**src/rtl/if_fetch_queue_if.sv**
```systemverilog
// Fetch-to-decode bundle for if_fetch_queue: redirects, debug loader, ID handshake.
interface if_fetch_queue_if #(
    parameter int NB_PC          = 32,
    parameter int NB_INSTRUCTION = 32,
    parameter int NB_MEM_WIDTH   = 8,
    parameter int QUEUE_DEPTH    = 4
);
    localparam int NB_CNT = $clog2(QUEUE_DEPTH) + 1;

    logic                      i_pc_enable;
    logic                      i_branch;
    logic [NB_PC-1:0]          i_branch_addr;
    logic                      i_j_jal;
    logic [NB_PC-1:0]          i_jump_addr;
    logic                      i_jr_jalr;
    logic [NB_PC-1:0]          i_jr_addr;
    logic                      i_write_enable;
    logic [NB_MEM_WIDTH-1:0]   i_write_data;
    logic                      i_id_ready;
    logic                      o_id_valid;
    logic [NB_INSTRUCTION-1:0] o_instruction;
    logic [NB_PC-1:0]          o_adder_result;
    logic [NB_CNT-1:0]         o_queue_count;
    logic                      o_halt;

    // fetch stage side
    modport slave (
        input  i_pc_enable, i_branch, i_branch_addr, i_j_jal, i_jump_addr,
               i_jr_jalr, i_jr_addr, i_write_enable, i_write_data, i_id_ready,
        output o_id_valid, o_instruction, o_adder_result, o_queue_count, o_halt
    );

    // control / decode / debug side
    modport master (
        output i_pc_enable, i_branch, i_branch_addr, i_j_jal, i_jump_addr,
               i_jr_jalr, i_jr_addr, i_write_enable, i_write_data, i_id_ready,
        input  o_id_valid, o_instruction, o_adder_result, o_queue_count, o_halt
    );
endinterface

```
**src/rtl/if_fetch_queue.sv**
```systemverilog
// Instruction fetch with byte-loaded memory and a small {pc, instr} prefetch FIFO.
// Redirects flush the FIFO; fetching a HALT_WORD stops the PC until the next redirect.
module if_fetch_queue #(
    parameter int                      NB_PC          = 32,
    parameter int                      NB_INSTRUCTION = 32,
    parameter int                      NB_MEM_WIDTH   = 8,
    parameter int                      MEM_DEPTH      = 256,
    parameter int                      QUEUE_DEPTH    = 4,
    parameter logic [NB_INSTRUCTION-1:0] HALT_WORD    = 32'hFFFF_FFFF
) (
    input  logic             i_clock,
    input  logic             i_reset_n,
    if_fetch_queue_if.slave  bus
);
    localparam int NB_ADDR = $clog2(MEM_DEPTH);
    localparam int NB_QPTR = $clog2(QUEUE_DEPTH);
    localparam int NB_CNT  = NB_QPTR + 1;
    localparam int BYTES   = NB_INSTRUCTION / NB_MEM_WIDTH;

    logic [NB_MEM_WIDTH-1:0]   r_mem   [MEM_DEPTH];
    logic [NB_PC-1:0]          r_q_pc  [QUEUE_DEPTH];
    logic [NB_INSTRUCTION-1:0] r_q_ins [QUEUE_DEPTH];
    logic [NB_ADDR-1:0]        r_wr_ptr;
    logic [NB_PC-1:0]          r_pc;
    logic                      r_halted;
    logic [NB_QPTR-1:0]        r_head;
    logic [NB_QPTR-1:0]        r_tail;
    logic [NB_CNT-1:0]         r_count;

    logic [NB_INSTRUCTION-1:0] w_word;
    logic [NB_PC-1:0]          w_target;
    logic                      w_redirect;
    logic                      w_valid;
    logic                      w_full;
    logic                      w_pop;
    logic                      w_push;
    logic                      w_is_halt;

    // Big-endian word read; every byte address wraps within the memory.
    for (genvar b = 0; b < BYTES; b++) begin : g_rd
        logic [NB_ADDR-1:0] w_addr;
        assign w_addr = r_pc[NB_ADDR-1:0] + NB_ADDR'(b);
        assign w_word[(BYTES-1-b)*NB_MEM_WIDTH +: NB_MEM_WIDTH] = r_mem[w_addr];
    end

    // Redirect target select: jr/jalr beats j/jal beats branch.
    always_comb begin
        w_target = bus.i_branch_addr;
        if (bus.i_j_jal)   w_target = bus.i_jump_addr;
        if (bus.i_jr_jalr) w_target = bus.i_jr_addr;
    end

    assign w_redirect = bus.i_jr_jalr | bus.i_j_jal | bus.i_branch;
    assign w_valid    = (r_count != '0);
    assign w_full     = (r_count == NB_CNT'(QUEUE_DEPTH));
    assign w_pop      = w_valid & bus.i_id_ready;
    assign w_push     = bus.i_pc_enable & ~r_halted & ~w_redirect & (~w_full | w_pop);
    assign w_is_halt  = (w_word == HALT_WORD);

    // Debug loader byte write; memory is deliberately not cleared by reset.
    always_ff @(posedge i_clock) begin
        if (bus.i_write_enable) r_mem[r_wr_ptr] <= bus.i_write_data;
    end

    // FIFO payload; slots are only read while counted as occupied.
    always_ff @(posedge i_clock) begin
        if (w_push) begin
            r_q_pc[r_tail]  <= r_pc;
            r_q_ins[r_tail] <= w_word;
        end
    end

    // Loader pointer runs independently of fetch and wraps at MEM_DEPTH.
    always_ff @(posedge i_clock or negedge i_reset_n) begin
        if (!i_reset_n)              r_wr_ptr <= '0;
        else if (bus.i_write_enable) r_wr_ptr <= r_wr_ptr + NB_ADDR'(1);
    end

    // PC, halt flag and FIFO bookkeeping; a redirect flushes and wins over push.
    always_ff @(posedge i_clock or negedge i_reset_n) begin
        if (!i_reset_n) begin
            r_pc     <= '0;
            r_halted <= 1'b0;
            r_head   <= '0;
            r_tail   <= '0;
            r_count  <= '0;
        end else if (w_redirect) begin
            r_pc     <= w_target & ~NB_PC'(3);
            r_halted <= 1'b0;
            r_head   <= '0;
            r_tail   <= '0;
            r_count  <= '0;
        end else begin
            if (w_push) begin
                r_tail <= r_tail + NB_QPTR'(1);
                if (w_is_halt) r_halted <= 1'b1;
                else           r_pc     <= r_pc + NB_PC'(4);
            end
            if (w_pop) r_head <= r_head + NB_QPTR'(1);
            if (w_push && !w_pop)      r_count <= r_count + NB_CNT'(1);
            else if (!w_push && w_pop) r_count <= r_count - NB_CNT'(1);
        end
    end

    // Head view is zeroed while empty so reset and flush present all-zero outputs.
    assign bus.o_id_valid     = w_valid;
    assign bus.o_instruction  = w_valid ? r_q_ins[r_head] : '0;
    assign bus.o_adder_result = w_valid ? r_q_pc[r_head] + NB_PC'(4) : '0;
    assign bus.o_queue_count  = r_count;
    assign bus.o_halt         = r_halted;
endmodule

```
**src/flat_wrapper.sv**
```systemverilog
// flat-port wrapper written by rule: the top's interface ports become plain ports
module if_fetch_queue_flat 
#(
    parameter int                      NB_PC          = 32,
    parameter int                      NB_INSTRUCTION = 32,
    parameter int                      NB_MEM_WIDTH   = 8,
    parameter int                      MEM_DEPTH      = 256,
    parameter int                      QUEUE_DEPTH    = 4,
    parameter logic [NB_INSTRUCTION-1:0] HALT_WORD    = 32'hFFFF_FFFF
)
  (i_clock, i_reset_n, bus_i_pc_enable, bus_i_branch, bus_i_branch_addr, bus_i_j_jal, bus_i_jump_addr, bus_i_jr_jalr, bus_i_jr_addr, bus_i_write_enable, bus_i_write_data, bus_i_id_ready, bus_o_id_valid, bus_o_instruction, bus_o_adder_result, bus_o_queue_count, bus_o_halt);
  if_fetch_queue_if #(.NB_PC(NB_PC), .NB_INSTRUCTION(NB_INSTRUCTION), .NB_MEM_WIDTH(NB_MEM_WIDTH), .QUEUE_DEPTH(QUEUE_DEPTH)) bus_i ();
  input  logic i_clock;
  input  logic i_reset_n;
  input wire logic [$bits(bus_i.i_pc_enable)-1:0] bus_i_pc_enable;
  input wire logic [$bits(bus_i.i_branch)-1:0] bus_i_branch;
  input wire logic [$bits(bus_i.i_branch_addr)-1:0] bus_i_branch_addr;
  input wire logic [$bits(bus_i.i_j_jal)-1:0] bus_i_j_jal;
  input wire logic [$bits(bus_i.i_jump_addr)-1:0] bus_i_jump_addr;
  input wire logic [$bits(bus_i.i_jr_jalr)-1:0] bus_i_jr_jalr;
  input wire logic [$bits(bus_i.i_jr_addr)-1:0] bus_i_jr_addr;
  input wire logic [$bits(bus_i.i_write_enable)-1:0] bus_i_write_enable;
  input wire logic [$bits(bus_i.i_write_data)-1:0] bus_i_write_data;
  input wire logic [$bits(bus_i.i_id_ready)-1:0] bus_i_id_ready;
  output wire logic [$bits(bus_i.o_id_valid)-1:0] bus_o_id_valid;
  output wire logic [$bits(bus_i.o_instruction)-1:0] bus_o_instruction;
  output wire logic [$bits(bus_i.o_adder_result)-1:0] bus_o_adder_result;
  output wire logic [$bits(bus_i.o_queue_count)-1:0] bus_o_queue_count;
  output wire logic [$bits(bus_i.o_halt)-1:0] bus_o_halt;
  assign bus_i.i_pc_enable = bus_i_pc_enable;
  assign bus_i.i_branch = bus_i_branch;
  assign bus_i.i_branch_addr = bus_i_branch_addr;
  assign bus_i.i_j_jal = bus_i_j_jal;
  assign bus_i.i_jump_addr = bus_i_jump_addr;
  assign bus_i.i_jr_jalr = bus_i_jr_jalr;
  assign bus_i.i_jr_addr = bus_i_jr_addr;
  assign bus_i.i_write_enable = bus_i_write_enable;
  assign bus_i.i_write_data = bus_i_write_data;
  assign bus_i.i_id_ready = bus_i_id_ready;
  assign bus_o_id_valid = bus_i.o_id_valid;
  assign bus_o_instruction = bus_i.o_instruction;
  assign bus_o_adder_result = bus_i.o_adder_result;
  assign bus_o_queue_count = bus_i.o_queue_count;
  assign bus_o_halt = bus_i.o_halt;
  if_fetch_queue #(.NB_PC(NB_PC), .NB_INSTRUCTION(NB_INSTRUCTION), .NB_MEM_WIDTH(NB_MEM_WIDTH), .MEM_DEPTH(MEM_DEPTH), .QUEUE_DEPTH(QUEUE_DEPTH), .HALT_WORD(HALT_WORD)) u_core (.i_clock(i_clock), .i_reset_n(i_reset_n), .bus(bus_i));
endmodule
```
**config.mk**
```make
export PLATFORM = sky130hd
export DESIGN_NAME = if_fetch_queue_flat
export DESIGN_NICKNAME = d
export VERILOG_FILES = /design/src/rtl/if_fetch_queue_if.sv /design/src/rtl/if_fetch_queue.sv /design/src/flat_wrapper.sv
export SDC_FILE = /design/constraint.sdc
export NUM_CORES = 2
export LEC_CHECK = 0
export CORE_ASPECT_RATIO = 1.5
export CORE_MARGIN = 8
export CORE_UTILIZATION = 45
export CTS_CLUSTER_DIAMETER = 40
export DETAILED_ROUTE_END_ITERATION = 10
export GPL_TIMING_DRIVEN = 0
export SLEW_MARGIN = 20
export SYNTH_ARGS = -nofsm -noshare
export SYNTH_HDL_FRONTEND = slang
export SYNTH_SLANG_ARGS = --single-unit
```
**constraint.sdc**
```tcl
create_clock -name i_clock -period 6.8 [get_ports i_clock]
set_input_delay 0.68 -clock i_clock [delete_from_list [all_inputs] [get_ports i_clock]]
set_output_delay 0.68 -clock i_clock [all_outputs]
set_load 0.02 [all_outputs]
```
## Word level (Yosys, flattened, before mapping)

Memories as Yosys holds them, arrays and structs flattened.
Cells that the tools add are included.

| cells by class | value |
|---|---|
| $add $sub $neg | 10 |
| multipliers | 0 |
| div/mod/pow operators | 0 |
| $lt $le $gt $ge | 0 |
| equality and inequality tests | 3 |
| shifts and indexed selects | 0 |
| muxes and demuxes | 21 |
| bitwise gates (word level) | 10 |
| reductions and logical operators | 11 |

Operators with widths:

| cell | count |
|---|---|
| 32-bit 2-to-1 mux | 7 |
| 32-bit by 3-bit adder with 32-bit output, second input constant | 2 |
| 32-bit equality test, second input constant | 1 |
| 8-bit by 1-bit adder with 8-bit output, second input constant | 2 |
| 8-bit by 2-bit adder with 8-bit output, second input constant | 2 |
| 3-bit 2-to-1 mux | 3 |
| 2-bit 2-to-1 mux | 4 |
| 1-bit 2-to-1 mux | 7 |
| 2-bit nonzero test | 3 |
| 3-bit nonzero test | 2 |
| 2-bit by 1-bit adder with 2-bit output, second input constant | 2 |
| 1-bit AND | 4 |
| 2-bit AND reduction | 2 |
| 3-bit by 1-bit adder with 3-bit output, second input constant | 1 |
| 3-bit equality test, second input constant | 1 |
| 1-bit NOT | 3 |
| 1-bit OR | 3 |
| 3-bit by 1-bit subtractor with 3-bit output, second input constant | 1 |
| 1-bit logical AND | 2 |
| 1-bit logical NOT | 2 |
| 2-bit by 1-bit inequality test with 1-bit output, second input constant | 1 |

| storage, ports and cells | value |
|---|---|
| flip-flop bits (word level) | 48 |
| bits in latches | 0 |
| RAM bits | 2304 |
| ROM bits | 0 |
| bits of input ports | 112 |
| word-level logic and storage cells | 64 |
| memories kept | 3 |

Memories:

| name | depth | bits a word | rd ports | clocked after Yosys merged registers in | write ports | RTL line | RTL |
|---|---|---|---|---|---|---|---|
| u_core.r_mem | 256 | 8 | 4 | 0 | 1 | if_fetch_queue.sv:20 | `logic [NB_MEM_WIDTH-1:0] r_mem [MEM_DEPTH];` |
| u_core.r_q_ins | 4 | 32 | 1 | 0 | 1 | if_fetch_queue.sv:22 | `logic [NB_INSTRUCTION-1:0] r_q_ins [QUEUE_DEPTH];` |
| u_core.r_q_pc | 4 | 32 | 1 | 0 | 1 | if_fetch_queue.sv:21 | `logic [NB_PC-1:0] r_q_pc [QUEUE_DEPTH];` |

## Longest topological paths before layout

| logic depth | value |
|---|---|
| depth in word-level cells | 10 |
| mapped depth | 18 |
| depth with buffers taken out | 10 |

## Worst setup path after synthesis

Ideal clock, no wire load.

| timing path | value |
|---|---|
| path kind | input -> register |
| start | in bus_i_jr_jalr |
| end | mem u_core.r_q_ins[0][0] (enable) |
| library setup time | 0.426 ns |
| data arrival time | 3.400 ns |
| setup slack | 2.974 ns |
| stages | 7 |
| path buffers | 4 |
| cell sequence | clkbuf_1 > nor3_1 > and3_1 > buf_2 > buf_4 > buf_4 > and2_1 |

| on the way | value |
|---|---|
| word-level cells in the longest chain between the ends | 7 |

Ends and longest elaborated chain:

| element | RTL line | RTL |
|---|---|---|
| start, declared | flat_wrapper.sv:20 | `input wire logic [$bits(bus_i.i_jr_jalr)-1:0] bus_i_jr_jalr;` |
| 1-bit OR (2 in a row) | if_fetch_queue.sv:53 | `assign w_redirect = bus.i_jr_jalr \| bus.i_j_jal \| bus.i_branch;` |
| 1-bit NOT | if_fetch_queue.sv:57 | `assign w_push = bus.i_pc_enable & ~r_halted & ~w_redirect & (~w_full \| w_pop);` |
| 1-bit AND (2 in a row) | if_fetch_queue.sv:57 |  |
| 1-bit 2-to-1 mux | if_fetch_queue.sv:67 | `if (w_push) begin` |
| 1-bit 2-to-1 mux (implied by the code) | if_fetch_queue.sv:69 | `r_q_ins[r_tail] <= w_word;` |
| end, declared | if_fetch_queue.sv:22 |  |

No other way between the ends.

## Worst setup path after layout

| timing path | value |
|---|---|
| start | reg u_core.r_pc[5] |
| end | reg u_core.r_pc[6] |

| on the way | value |
|---|---|
| word-level cells in the longest chain between the ends | 5 |

Ends and longest elaborated chain:

| element | RTL line | RTL |
|---|---|---|
| start, declared | if_fetch_queue.sv:24 | `logic [NB_PC-1:0] r_pc;` |
| start signal, assigned | if_fetch_queue.sv:88 | `r_pc <= w_target & ~NB_PC'(3);` |
| start signal, assigned | if_fetch_queue.sv:97 | `else r_pc <= r_pc + NB_PC'(4);` |
| 8-bit by 2-bit adder with 8-bit output | if_fetch_queue.sv:42 | `assign w_addr = r_pc[NB_ADDR-1:0] + NB_ADDR'(b);` |
| memory 256 x 8 bit | - |  |
| named net u_core.w_word[3] | if_fetch_queue.sv:30 | `logic [NB_INSTRUCTION-1:0] w_word;` |
| 32-bit equality test | if_fetch_queue.sv:58 | `assign w_is_halt = (w_word == HALT_WORD);` |
| 2-bit by 1-bit inequality test with 1-bit output (no source line) | - |  |
| 2-bit AND reduction (no source line) | - |  |

The timed path passes the listed nets, and every way through them passes these cells. The select of a mux whose other input is x is not followed.
A chain may end at the register's enable or synchronous reset.

==> results.tsv <==
stage	metric	value	unit
status	outcome	complete, but fails checks	
status	violations	negative setup slack	
floorplanning	die-area	0.223	mm²
clocking	numCtsBuffers	216	
floorplanning	core_area	0.207	mm²
grt	grt.overflow.total	0	
critical_path	critPathMaxStageDelay	0.79	ns
clocking	cts.path.max_buffers	4	
synthesis	syn_area	0.0934	mm²
timing	rsz0062_at_grt	no	
critical_path	path_class	reg -> reg	
final_layout	fillers	16400	
critical_path	critPathLaunchType	register	
power	powerDensity	311	mW/mm²
timing	fin_skew	0.0661	ns
timing	max_freq	143	MHz
critical_path	path_buf_inv	6	
grt	grt.total_usage	0.314	
synthesis	synth_cell_types	90	
clocking	clk_pin_slew	0.07	ns
floorplanning	rows	205	
route	drc	0	
route	firstDrtPassIters	7	
critical_path	crit_path_top_delay_cell	dfrtp_1	
timing	tightest_slew	1.38	ns
timing	final-hold-violation-count	0	
clocking	cts_root_buf	clkbuf_16	
route	wire_per_inst	44.9	µm
final_layout	final-seq-area	0.0701	mm²
clocking	htree_levels	4	
floorplanning	die_y	574	µm
synthesis	synthTopCellsByCount	edfxtp_1 (2296), mux4_2 (525), nor2_1 (338)	
critical_path	cp-startpoint	u_core.r_pc[5]$_DFFE_PN0P_	
final_layout	nets	5258	
timing	tns	-0.352	ns
power	total_power	33.3	mW
route	wirelength	359000	µm
grt	grt_pass1_wl	469000	µm
grt	grt_pass1_vias	52000	
critical_path	critPathArrivalTime	7.69	ns
critical_path	r2r_start	u_core.r_pc[5]$_DFFE_PN0P_	
floorplanning	fp.dieW	388	µm
place	gp_congestion	1.02	
final_layout	drive_above_1_share	0.228	
critical_path	critical_path_required	7.48	ns
final_layout	syn_to_final_growth	14.4	%
synthesis	ys_top_cells_by_area	edfxtp_1 (74%), mux4_2 (13%), mux2i_1 (1.6%), nor2_1 (1.4%), dfrtp_1 (1.2%)	
place	port_buffers	170	
min_path	timing.hold.worst.start	bus_i_write_data[1]	
floorplanning	initial_core_util	0.451	
synthesis	synthMostInstantiatedCell	edfxtp_1	
route	drtIter0Drc	7949	
timing	finalCritPeriodShare	1.03	
synthesis	syn_avg_cell_area	19.9	µm²
timing	final_max_slew_viol_count	0	
place	dp_cells	7605	
floorplanning	io_pins	181	
synthesis	synth_ff_type	edfxtp_1	
min_path	min-delay-path-class	in -> reg	
critical_path	path_cells	buf_4 > buf_4 > and2_0 > clkbuf_2 > buf_16 > clkbuf_2 > a22oi_1 > a21oi_1 > a21oi_1 > a21oi_1 > nand3_1 > nor3_4 > and2_1 > buf_4 > nor2_4 > o311ai_1	
grt	grt_start_max_net_pins	126	
synthesis	synth_edf_count	2296	
grt	antenna_found_initial	15	
synthesis	yosysWarnings	0	
clocking	tritoncts	built	
timing	min_period	7.02	ns
place	place_area	0.0998	mm²
critical_path	critPathMaxFanout	11	
synthesis	async_flop_share	0.0196	
run	drv_cap	0	
synthesis	ys_ff_latch	2342	
critical_path	crit_path_end_kind	register	
synthesis	synth_cells	4696	
timing	setup_ws	-0.217	ns
final_layout	multiInputGateArea	0.0216	mm²
final_layout	final_cell_count_no_fill	8006	
route	vias	53300	
synthesis	yosys.area.top_type	edfxtp_1	
clocking	numClockSinks	2342	
route	routed_via_density	6.65	
route	route.antenna.remaining_nets	0	
synthesis	synth.top_cell.area_share	0.738	
timing	setup_viol	2	
clocking	clkLatencyLatePin	0.90	ns
critical_path	critPathTopFamily	buffers and inverters	
synthesis	synth.yosys.seq_area_share	0.750	
power	total_leakage_power	33.6	nW
final_layout	fin_area	0.107	mm²
final_layout	finish.utilization	0.516	
timing	max_slew_margin	0.0785	
power	ir_worst_vdd	0.204	mV
place	dp.final_hpwl	247000	µm
## cell usage in the layout (no fill, tap or decap), drive strengths merged, types with 28 or more instances in the layout
cell              n
edfxtp         2296
mux4            539
clkbuf          359
nor2            339
buf             232
nand2           226
clkdlybuf4s50   161
mux2i           149
clkinv           93
a21oi            80
nand3            78
a22oi            74
o21ai            65
nor2b            56
dfrtp            46
a221oi           39
mux2             37
inv              35
a31oi            33
and3             29
o22ai            28
## registers in the layout, summed over array words and instances, names as in the netlist
| name | flops |
|---|---|
| u_core.r_wr_ptr | 8 |
| u_core.r_q_ins | 128 |
| u_core.r_head | 2 |
| u_core.r_q_pc | 120 |
| u_core.r_mem | 2048 |
| u_core.r_tail | 2 |
| u_core.bus.o_queue_count | 3 |
| u_core.bus.o_halt | 1 |
| u_core.r_pc | 30 |
## where the power goes
| group | internal (mW) | switching (mW) |
|---|---|---|
| logic | 1.32 | 3.43 |
| clock network | 6.86 | 5.49 |
| registers | 16.1 | 0.116 |
## logic make-up (layout without fill, tap and decap cells)
logic type      after synthesis  after routing  share of synthesized area
buf+inv                     309            916                     0.0210
compound gates              438            438                     0.0326
xor+xnor                     34             34                    0.00319
mux                         725            725                      0.151
simple gates                836            836                     0.0403
fa+ha+maj                    11             11                    0.00155
other cells                   1             13                  0.0000401
flops                      2342           2342                      0.750
## per-layer routing
layer / track usage / vias up / wire [µm]
li1: - / 20200 / -
met1: 0.343 / 28100 / 112000
met2: 0.509 / 3874 / 170000
met3: 0.0764 / 1149 / 35900
met4: 0.282 / 8 / 41200
met5: 0 / - / 45
## timing repair
| item | in CTS | in global routing |
|---|---|---|
| setup buffers | 3 | 0 |
| hold endpoints to repair | 46 | 0 |
| setup endpoints to repair | 31 | 1 |
| resized for setup | 18 | 1 |
| pin swaps | 0 | 0 |
| hold buffers | 1 | 0 |
## worst register-to-register path, cell delays in order (launching register included)
cell	delay, ns
dfrtp_1	0.79
buf_4	0.43
buf_4	0.41
and2_0	0.66
clkbuf_2	0.43
buf_16	0.21
clkbuf_2	0.54
a22oi_1	0.23
a21oi_1	0.48
a21oi_1	0.14
a21oi_1	0.59
nand3_1	0.26
nor3_4	0.54
and2_1	0.21
buf_4	0.17
nor2_4	0.09
o311ai_1	0.65
## worst paths after layout
check | depth (start not counted) | endpoint | slack (ns)
max | 16 | u_core.r_pc[6]$_DFFE_PN0P_ | -0.22
min | 1 | u_core.r_mem[36][1]$_DFFE_PP_ | 0.16
max reg2reg | 16 | u_core.r_pc[6]$_DFFE_PN0P_ | -0.22
min reg2reg | 0 | u_core.r_q_pc[2][4]$_DFFE_PP_ | 0.54
max in group asynchronous | 2 | u_core.bus.o_queue_count[2]$_DFFE_PN0P_ | 5.86
min in group asynchronous | 2 | u_core.r_pc[12]$_DFFE_PN0P_ | 0.44
## final cells by class
cell class | count | share of cell area
diodes | 11 | 0.000258
multi-input cells | 2046 | 0.202
well taps | 2691 | 0.0315
clock buffers | 253 | 0.0525
flip-flops and latches | 2342 | 0.656
inverters | 28 | 0.000995
repair buffers | 221 | 0.0266
clock inverters | 134 | 0.0128
plain buffers | 280 | 0.0180
## through the flow
stage | hold WS (ns) | setup WS [ns]
after floorplan | 0.384 | 2.97
after global placement | 0.511 | -2.49
after detailed placement | 0.527 | -0.637
after CTS | 0.120 | 0.00868
after global routing | 0.146 | 0.0258
final | 0.158 | -0.217
(Power assumes the default switching activity.)
